$ cat src/rtl/wb_pkg.sv
// Shared types and sizing for the register-file writeback arbiter and its queue.
package wb_pkg;

  localparam int WB_DEPTH = 2;

  // Pointer width for a queue of the given depth; never narrower than one bit.
  function automatic int ptr_width(input int depth);
    return (depth > 1) ? $clog2(depth) : 1;
  endfunction

  localparam int WB_PTR_W = ptr_width(WB_DEPTH);

  typedef struct packed {
    logic        valid;
    logic [3:0]  sel;
    logic [31:0] data;
  } wb_entry_t;

endpackage

$ cat src/rtl/wb_fifo.sv
// Circular writeback queue. Entries can be invalidated in place by selector;
// occupied slots are exposed oldest-first for forwarding and head arbitration.
module wb_fifo
  import wb_pkg::*;
#(
  parameter  int DEPTH = WB_DEPTH,
  localparam int PTR_W = ptr_width(DEPTH),
  localparam int CNT_W = $clog2(DEPTH + 1)
) (
  input  logic                  clk_i,
  input  logic                  rst_ni,
  input  logic                  enq_i,
  input  wb_entry_t             enq_entry_i,
  input  logic                  deq_i,
  input  logic                  inv_en_i,
  input  logic [3:0]            inv_sel_i,
  output wb_entry_t [DEPTH-1:0] age_o,
  output logic [CNT_W-1:0]      count_o,
  output logic                  full_o
);

  wb_entry_t [DEPTH-1:0] ent_q, ent_d;
  logic [PTR_W-1:0]      rd_ptr_q, rd_ptr_d;
  logic [PTR_W-1:0]      wr_ptr_q, wr_ptr_d;
  logic [CNT_W-1:0]      cnt_q, cnt_d;
  logic                  do_enq, do_deq;
  int                    age_idx;

  function automatic logic [PTR_W-1:0] ptr_inc(input logic [PTR_W-1:0] p);
    return (p == PTR_W'(DEPTH - 1)) ? '0 : p + PTR_W'(1);
  endfunction

  assign full_o  = (cnt_q == CNT_W'(DEPTH));
  assign count_o = cnt_q;
  assign do_deq  = deq_i && (cnt_q != '0);
  assign do_enq  = enq_i && (!full_o || do_deq);

  // Next queue state: invalidate by selector first, then pop, then push.
  always_comb begin
    ent_d    = ent_q;
    rd_ptr_d = rd_ptr_q;
    wr_ptr_d = wr_ptr_q;
    cnt_d    = cnt_q;
    if (inv_en_i) begin
      for (int i = 0; i < DEPTH; i++) begin
        if (ent_q[i].sel == inv_sel_i) ent_d[i].valid = 1'b0;
      end
    end
    if (do_deq) begin
      ent_d[rd_ptr_q].valid = 1'b0;
      rd_ptr_d              = ptr_inc(rd_ptr_q);
    end
    if (do_enq) begin
      ent_d[wr_ptr_q] = enq_entry_i;
      wr_ptr_d        = ptr_inc(wr_ptr_q);
    end
    case ({do_enq, do_deq})
      2'b10:   cnt_d = cnt_q + CNT_W'(1);
      2'b01:   cnt_d = cnt_q - CNT_W'(1);
      default: cnt_d = cnt_q;
    endcase
  end

  // Age-ordered readout: slot 0 is the head; slots beyond occupancy read invalid.
  always_comb begin
    age_o   = '0;
    age_idx = 0;
    for (int k = 0; k < DEPTH; k++) begin
      age_idx = int'(rd_ptr_q) + k;
      if (age_idx >= DEPTH) age_idx = age_idx - DEPTH;
      age_o[k] = ent_q[age_idx[PTR_W-1:0]];
      if (CNT_W'(k) >= cnt_q) age_o[k].valid = 1'b0;
    end
  end

  // Queue state registers; reset empties the queue and drops every entry.
  always_ff @(posedge clk_i or negedge rst_ni) begin
    if (!rst_ni) begin
      ent_q    <= '0;
      rd_ptr_q <= '0;
      wr_ptr_q <= '0;
      cnt_q    <= '0;
    end else begin
      ent_q    <= ent_d;
      rd_ptr_q <= rd_ptr_d;
      wr_ptr_q <= wr_ptr_d;
      cnt_q    <= cnt_d;
    end
  end

endmodule

$ cat src/rtl/rf_wb_arbiter.sv
// Register-file write port arbiter: mem loads win, queued exec writes drain
// oldest-first, and exec writes go direct only when nothing is queued.
module rf_wb_arbiter #(
  parameter int WB_DEPTH = wb_pkg::WB_DEPTH
) (
  input  logic        clk_i,
  input  logic        rst_ni,
  input  logic        ex_wr_en_i,
  input  logic [3:0]  ex_wr_sel_i,
  input  logic [31:0] ex_wr_data_i,
  input  logic        ex_sp_wr_en_i,
  input  logic [31:0] ex_sp_data_i,
  input  logic        mem_wr_en_i,
  input  logic [3:0]  mem_wr_sel_i,
  input  logic [31:0] mem_wr_data_i,
  input  logic [3:0]  rd0_sel_i,
  input  logic [3:0]  rd1_sel_i,
  output logic        rf_wr_en_o,
  output logic [3:0]  rf_wr_select_o,
  output logic [31:0] rf_wr_data_o,
  output logic        rf_sp_wr_en_o,
  output logic [31:0] rf_sp_data_o,
  output logic        fwd0_hit_o,
  output logic [31:0] fwd0_data_o,
  output logic        fwd1_hit_o,
  output logic [31:0] fwd1_data_o,
  output logic        stall_o,
  output logic [1:0]  pending_o
);
  import wb_pkg::*;

  localparam int CNT_W = $clog2(WB_DEPTH + 1);

  wb_entry_t [WB_DEPTH-1:0] q_age;
  logic [CNT_W-1:0]         q_count;
  logic                     q_full, q_empty, q_enq, q_deq, ex_req;
  wb_entry_t                ex_entry;

  logic        rf_wr_en_q, rf_wr_en_d;
  logic [3:0]  rf_wr_sel_q, rf_wr_sel_d;
  logic [31:0] rf_wr_data_q, rf_wr_data_d;
  logic        rf_sp_wr_en_q, rf_sp_wr_en_d;
  logic [31:0] rf_sp_data_q, rf_sp_data_d;

  // Exec writes arriving while full are dropped; the pipeline is expected to hold them.
  assign ex_req   = ex_wr_en_i && !q_full;
  assign ex_entry = '{valid: 1'b1, sel: ex_wr_sel_i, data: ex_wr_data_i};
  assign q_empty  = (q_count == '0);

  wb_fifo #(.DEPTH(WB_DEPTH)) u_fifo (
    .clk_i       (clk_i),
    .rst_ni      (rst_ni),
    .enq_i       (q_enq),
    .enq_entry_i (ex_entry),
    .deq_i       (q_deq),
    .inv_en_i    (mem_wr_en_i),
    .inv_sel_i   (mem_wr_sel_i),
    .age_o       (q_age),
    .count_o     (q_count),
    .full_o      (q_full)
  );

  // Grant: mem, else queue head (dead heads pop silently), else direct exec.
  always_comb begin
    rf_wr_en_d    = 1'b0;
    rf_wr_sel_d   = '0;
    rf_wr_data_d  = '0;
    q_enq         = 1'b0;
    q_deq         = 1'b0;
    rf_sp_wr_en_d = ex_sp_wr_en_i;
    rf_sp_data_d  = ex_sp_data_i;
    if (mem_wr_en_i) begin
      rf_wr_en_d   = 1'b1;
      rf_wr_sel_d  = mem_wr_sel_i;
      rf_wr_data_d = mem_wr_data_i;
      q_enq        = ex_req;
    end else if (!q_empty) begin
      q_deq = 1'b1;
      q_enq = ex_req;
      if (q_age[0].valid) begin
        rf_wr_en_d   = 1'b1;
        rf_wr_sel_d  = q_age[0].sel;
        rf_wr_data_d = q_age[0].data;
      end
    end else if (ex_req) begin
      rf_wr_en_d   = 1'b1;
      rf_wr_sel_d  = ex_wr_sel_i;
      rf_wr_data_d = ex_wr_data_i;
    end
  end

  // Write-port and SP output registers.
  always_ff @(posedge clk_i or negedge rst_ni) begin
    if (!rst_ni) begin
      rf_wr_en_q    <= 1'b0;
      rf_wr_sel_q   <= '0;
      rf_wr_data_q  <= '0;
      rf_sp_wr_en_q <= 1'b0;
      rf_sp_data_q  <= '0;
    end else begin
      rf_wr_en_q    <= rf_wr_en_d;
      rf_wr_sel_q   <= rf_wr_sel_d;
      rf_wr_data_q  <= rf_wr_data_d;
      rf_sp_wr_en_q <= rf_sp_wr_en_d;
      rf_sp_data_q  <= rf_sp_data_d;
    end
  end

  // Bypass: output register is weakest, queue entries override oldest to youngest.
  always_comb begin
    fwd0_hit_o  = 1'b0;
    fwd0_data_o = '0;
    fwd1_hit_o  = 1'b0;
    fwd1_data_o = '0;
    if (rf_wr_en_q && (rf_wr_sel_q == rd0_sel_i)) begin
      fwd0_hit_o  = 1'b1;
      fwd0_data_o = rf_wr_data_q;
    end
    if (rf_wr_en_q && (rf_wr_sel_q == rd1_sel_i)) begin
      fwd1_hit_o  = 1'b1;
      fwd1_data_o = rf_wr_data_q;
    end
    for (int k = 0; k < WB_DEPTH; k++) begin
      if (q_age[k].valid && (q_age[k].sel == rd0_sel_i)) begin
        fwd0_hit_o  = 1'b1;
        fwd0_data_o = q_age[k].data;
      end
      if (q_age[k].valid && (q_age[k].sel == rd1_sel_i)) begin
        fwd1_hit_o  = 1'b1;
        fwd1_data_o = q_age[k].data;
      end
    end
  end

  assign rf_wr_en_o     = rf_wr_en_q;
  assign rf_wr_select_o = rf_wr_sel_q;
  assign rf_wr_data_o   = rf_wr_data_q;
  assign rf_sp_wr_en_o  = rf_sp_wr_en_q;
  assign rf_sp_data_o   = rf_sp_data_q;
  assign stall_o        = q_full;
  assign pending_o      = 2'(q_count);

  ex_wr_while_stalled: assert property (@(posedge clk_i) disable iff (!rst_ni)
    !(ex_wr_en_i && stall_o));

endmodule

$ cat config.mk
export PLATFORM = sky130hd
export DESIGN_NAME = rf_wb_arbiter
export DESIGN_NICKNAME = d
export VERILOG_FILES = /design/src/rtl/wb_pkg.sv /design/src/rtl/wb_fifo.sv /design/src/rtl/rf_wb_arbiter.sv
export SDC_FILE = /design/constraint.sdc
export NUM_CORES = 1
export LEC_CHECK = 0
export ABC_AREA = 1
export BUFFER_PORTS_ARGS = -buffer_cell sky130_fd_sc_hd__buf_2
export CORE_ASPECT_RATIO = 2
export CORE_MARGIN = 2
export CORE_UTILIZATION = 51
export DETAILED_ROUTE_END_ITERATION = 6
export PLACE_DENSITY_LB_ADDON = 0.05
export SETUP_SLACK_MARGIN = 0.3
export SLEW_MARGIN = 20
export SYNTH_ARGS = -nofsm -noshare
export SYNTH_HDL_FRONTEND = slang
export SYNTH_HIERARCHICAL = 1
export SYNTH_SLANG_ARGS = --single-unit
$ cat constraint.sdc
create_clock -name clk_i -period 6.02 [get_ports clk_i]
set_clock_uncertainty 0.15 [all_clocks]
set_input_delay 1.204 -clock clk_i [delete_from_list [all_inputs] [get_ports clk_i]]
set_output_delay 1.204 -clock clk_i [all_outputs]
set_load 0.01 [all_outputs]
==> run metrics <==
status=completed; DIE AREA=20220 sq um; final core occ=0.6094; Post-Synth XOR/XNOR Area=0.009023; vias in the first global route=9947; CTS sink count=148; initial DRC count=700; headroom to the max-slew limit=0.3014; sw power=2.509 mW; Min-Delay Path Class=reg2reg; Post-synth top cells=nand2_1 (599), nor2_1 (152), dfrtp_1 (148); Sequential Power Share=0.303; P&R area growth vs syn=17.67%; Yosys reg bits=148; CP dominant cell by count=nand2_1; ys async rst share=1.000; CTS HTree Levels=4; multiplexer share of the synthesized area=0; top cell type's share of synthesized area=0.3815; post-CTS sizing=0; Leak=6.261 nW; Fmax achieved=199.1 MHz; sw frac=0.4725; share of post-route cells with drive strength above 1=0.2307; critical path launch point type=register; pin count of the biggest net entering global routing=91; initial core utilization=0.5179; RSZ-0062 raised after global routing=no; post-layout minimum cycle time=5.023 ns; Buf/Inv on CP=2; Maximum Capacitance Violations=0; Post-Route WL=30.93 mm; Top-Level Pins=256; sequential area share after synthesis=0.3815; Post-Syn Area=9707 sq um; Root Driver=clkbuf_16; Primary FF master, synth=dfrtp_1; Synth Area in Compound Gates=0.1248; Vias/cell=5.374; Post-Place Setup Slack=1.494 ns; simple logic cell fraction of the synthesized area=0.3650; Total Nets Final=1752; CP delay by family, top=simple AND/OR/NAND/NOR gates; maximum VDD drop=0.3413 mV; combinational share of power=0.489; worst-path maximum fanout=90; Final Slew Violations=0; post-detail-place hpwl=20.63 mm; clk buf depth=2; Vias=10205; count leader, synth=nand2_1; slowest stage delay, CP=0.96 ns; drt wl/cell=16.29 microns; CTS Buf Count=17; post-synth cell types=37; Design Area, Final=11420 sq um; fin worst setup slack=0.9969 ns; Final setup viols=0; final cycle utilization of the critical path=0.8344; DIE WIDTH=101.6 microns; num rows=71; CTS tree=done; post-synthesis cell count=1435; crit-path cells=o21ai_0 > nand2_1 > o21ai_1 > nor2_1 > nand2_1 > nor2_4 > buf_4 > nor2_1 > nand2_1 > nand2_1 > buf_2; critical path class=reg2out; crit end category=output port; hold_buf cts=0; Port-buffer cells=255; pwr dens=464.8 nW/um^2; Hold Violations, Final=0; main combinational cell family by area after synthesis=simple AND/OR/NAND/NOR gates; Pwr Total=5.309 mW; first-pass GRT wire length=48.59 mm; dominant cells by area after synthesis=dfrtp_1 (38%), nand2_1 (23%), o21ai_0 (6.7%), nor2_1 (5.9%), o21ai_2 (4.8%); Fin Setup TNS=0 ns; initial antenna violation count=1; DRC=0; Die H=199.1 microns; Critical-path top delay cell=dfrtp_4; Skew-Pair Late Insertion Delay=0.43 ns; grt ovf=0; antenna-violating nets left=0; GP Congestion=0.9206; adder-cell share of the synthesized area=0.005156; yosys warns=6; setup bufs post-CTS=0; drt pass-1 iters=7; worst path required time=4.67 ns; Syn Area/Cell=6.764 sq um; Post-synth EDFFs=0; clock share of power=0.208; GR Util All Layers=0.3110; Clock transition at path regs=0.06 ns; Placed Instance Area=10810 sq um; P_int=2.800 mW; core area=18740 sq um; Worst Path Arrival=3.67 ns; largest area contributor in the netlist=dfrtp_1; worst-margin pin slew=1.045 ns
## cells by family (layout without fill, tap and decap cells)
logic type | Yosys count | after routing
AOI/OAI and AO/OA | 199 | 199
xor gates and xnor gates | 10 | 10
adders and majority gates | 4 | 4
buffers and inverters | 204 | 411
DFF | 148 | 148
other | 1 | 3
and+or+nand+nor | 869 | 869
## worst paths after layout
path / from / to / slack (ns) / cells past startpoint
setup / recovery: u_fifo/rd_ptr_q$_DFFE_PN0P_ / fwd1_data_o[18] / 1.0 / 11
setup reg to reg: u_fifo/count_o[0]$_DFFE_PN0P_ / u_fifo/ent_q[19]$_DFFE_PN0P_ / 2.76 / 9
hold / removal: u_fifo/ent_q[3]$_DFFE_PN0P_ / u_fifo/ent_q[3]$_DFFE_PN0P_ / 0.39 / 2
max in group asynchronous: rst_ni / u_fifo/rd_ptr_q$_DFFE_PN0P_ / 3.83 / 2
hold reg to reg: u_fifo/ent_q[3]$_DFFE_PN0P_ / u_fifo/ent_q[3]$_DFFE_PN0P_ / 0.39 / 2
min in group asynchronous: rst_ni / u_fifo/ent_q[14]$_DFFE_PN0P_ / 0.60 / 1
## per-stage QoR
stage / hold WS, ns / instances
floorplan: 0.3585 / 1436
global placement: 0.3736 / 1867
detailed placement: 0.3802 / 1867
CTS: 0.3950 / 1898
global route: 0.4094 / 1899
finish: 0.3925 / 1899
## placed cells by master (no fill, tap or decap), types with 2 or more instances in the layout
cell type and n:
buf_2 254, buf_4 17, bufinv_16 3, clkbuf_16 17, clkbuf_8 2, clkinv_2 2
clkinvlp_4 3, conb_1 2, dfrtp_1 147, ha_1 4, inv_1 100, inv_2 5
inv_6 3, inv_8 2, nand2_1 599, nand3_1 42, nand3_2 3, nand3_4 2
nand4_1 64, nor2_1 147, nor2_4 9, o211ai_1 3, o21ai_0 130, o21ai_1 9
o21ai_2 53, xnor2_1 5, xor2_1 5
## flip-flops by register name, indices dropped and copies added, names as in the netlist
| register | cells |
|---|---|
| rf_sp_data_o | 32 |
| rf_sp_wr_en_o | 1 |
| rf_wr_data_o | 32 |
| rf_wr_en_o | 1 |
| rf_wr_select_o | 4 |
| u_fifo/count_o | 2 |
| u_fifo/ent_q | 74 |
| u_fifo/rd_ptr_q | 1 |
| u_fifo/wr_ptr_q | 1 |
## power by group through the flow
stage               Sequential [mW]  Clock [mW]  Combinational (mW)
floorplan                      1.54           0                1.95
global placement               1.61           0                2.53
detailed placement             1.62           0                2.56
CTS                            1.60        1.13                2.57
global route                   1.66        1.16                2.89
finish                         1.61        1.11                2.59
## worst reg2reg max path: cells and delay by family (launching register included)
kind            cells  cell delay [ns]
flops               1             0.50
simple gates        3             0.50
fa+ha+maj           1             0.30
buf+inv             3             1.02
compound gates      2             0.72
## metal layers
| metal | vias to the layer above | routed length [microns] | GRT usage | part of all wire |
|---|---|---|---|---|
| li1 | 4903 | - | - | - |
| met1 | 4736 | 11190 | 0.3345 | 0.36 |
| met2 | 453 | 16200 | 0.5478 | 0.52 |
| met3 | 113 | 1873 | 0.05596 | 0.061 |
| met4 | 0 | 1676 | 0.1967 | 0.054 |
| met5 | - | 0 | 0 | 0 |
## area by class of cell
class	instances	area, sq um
clock buffer	20	456.7
multi-input combinational	1084	4957
sequential	148	3707
clock inverter	11	148.9
antenna	1	2.502
fill	1843	7322
tap	255	319.1
timing repair buffer	272	1410
inverter	108	420.4
Note: power is estimated with default switching activity, not from simulation.
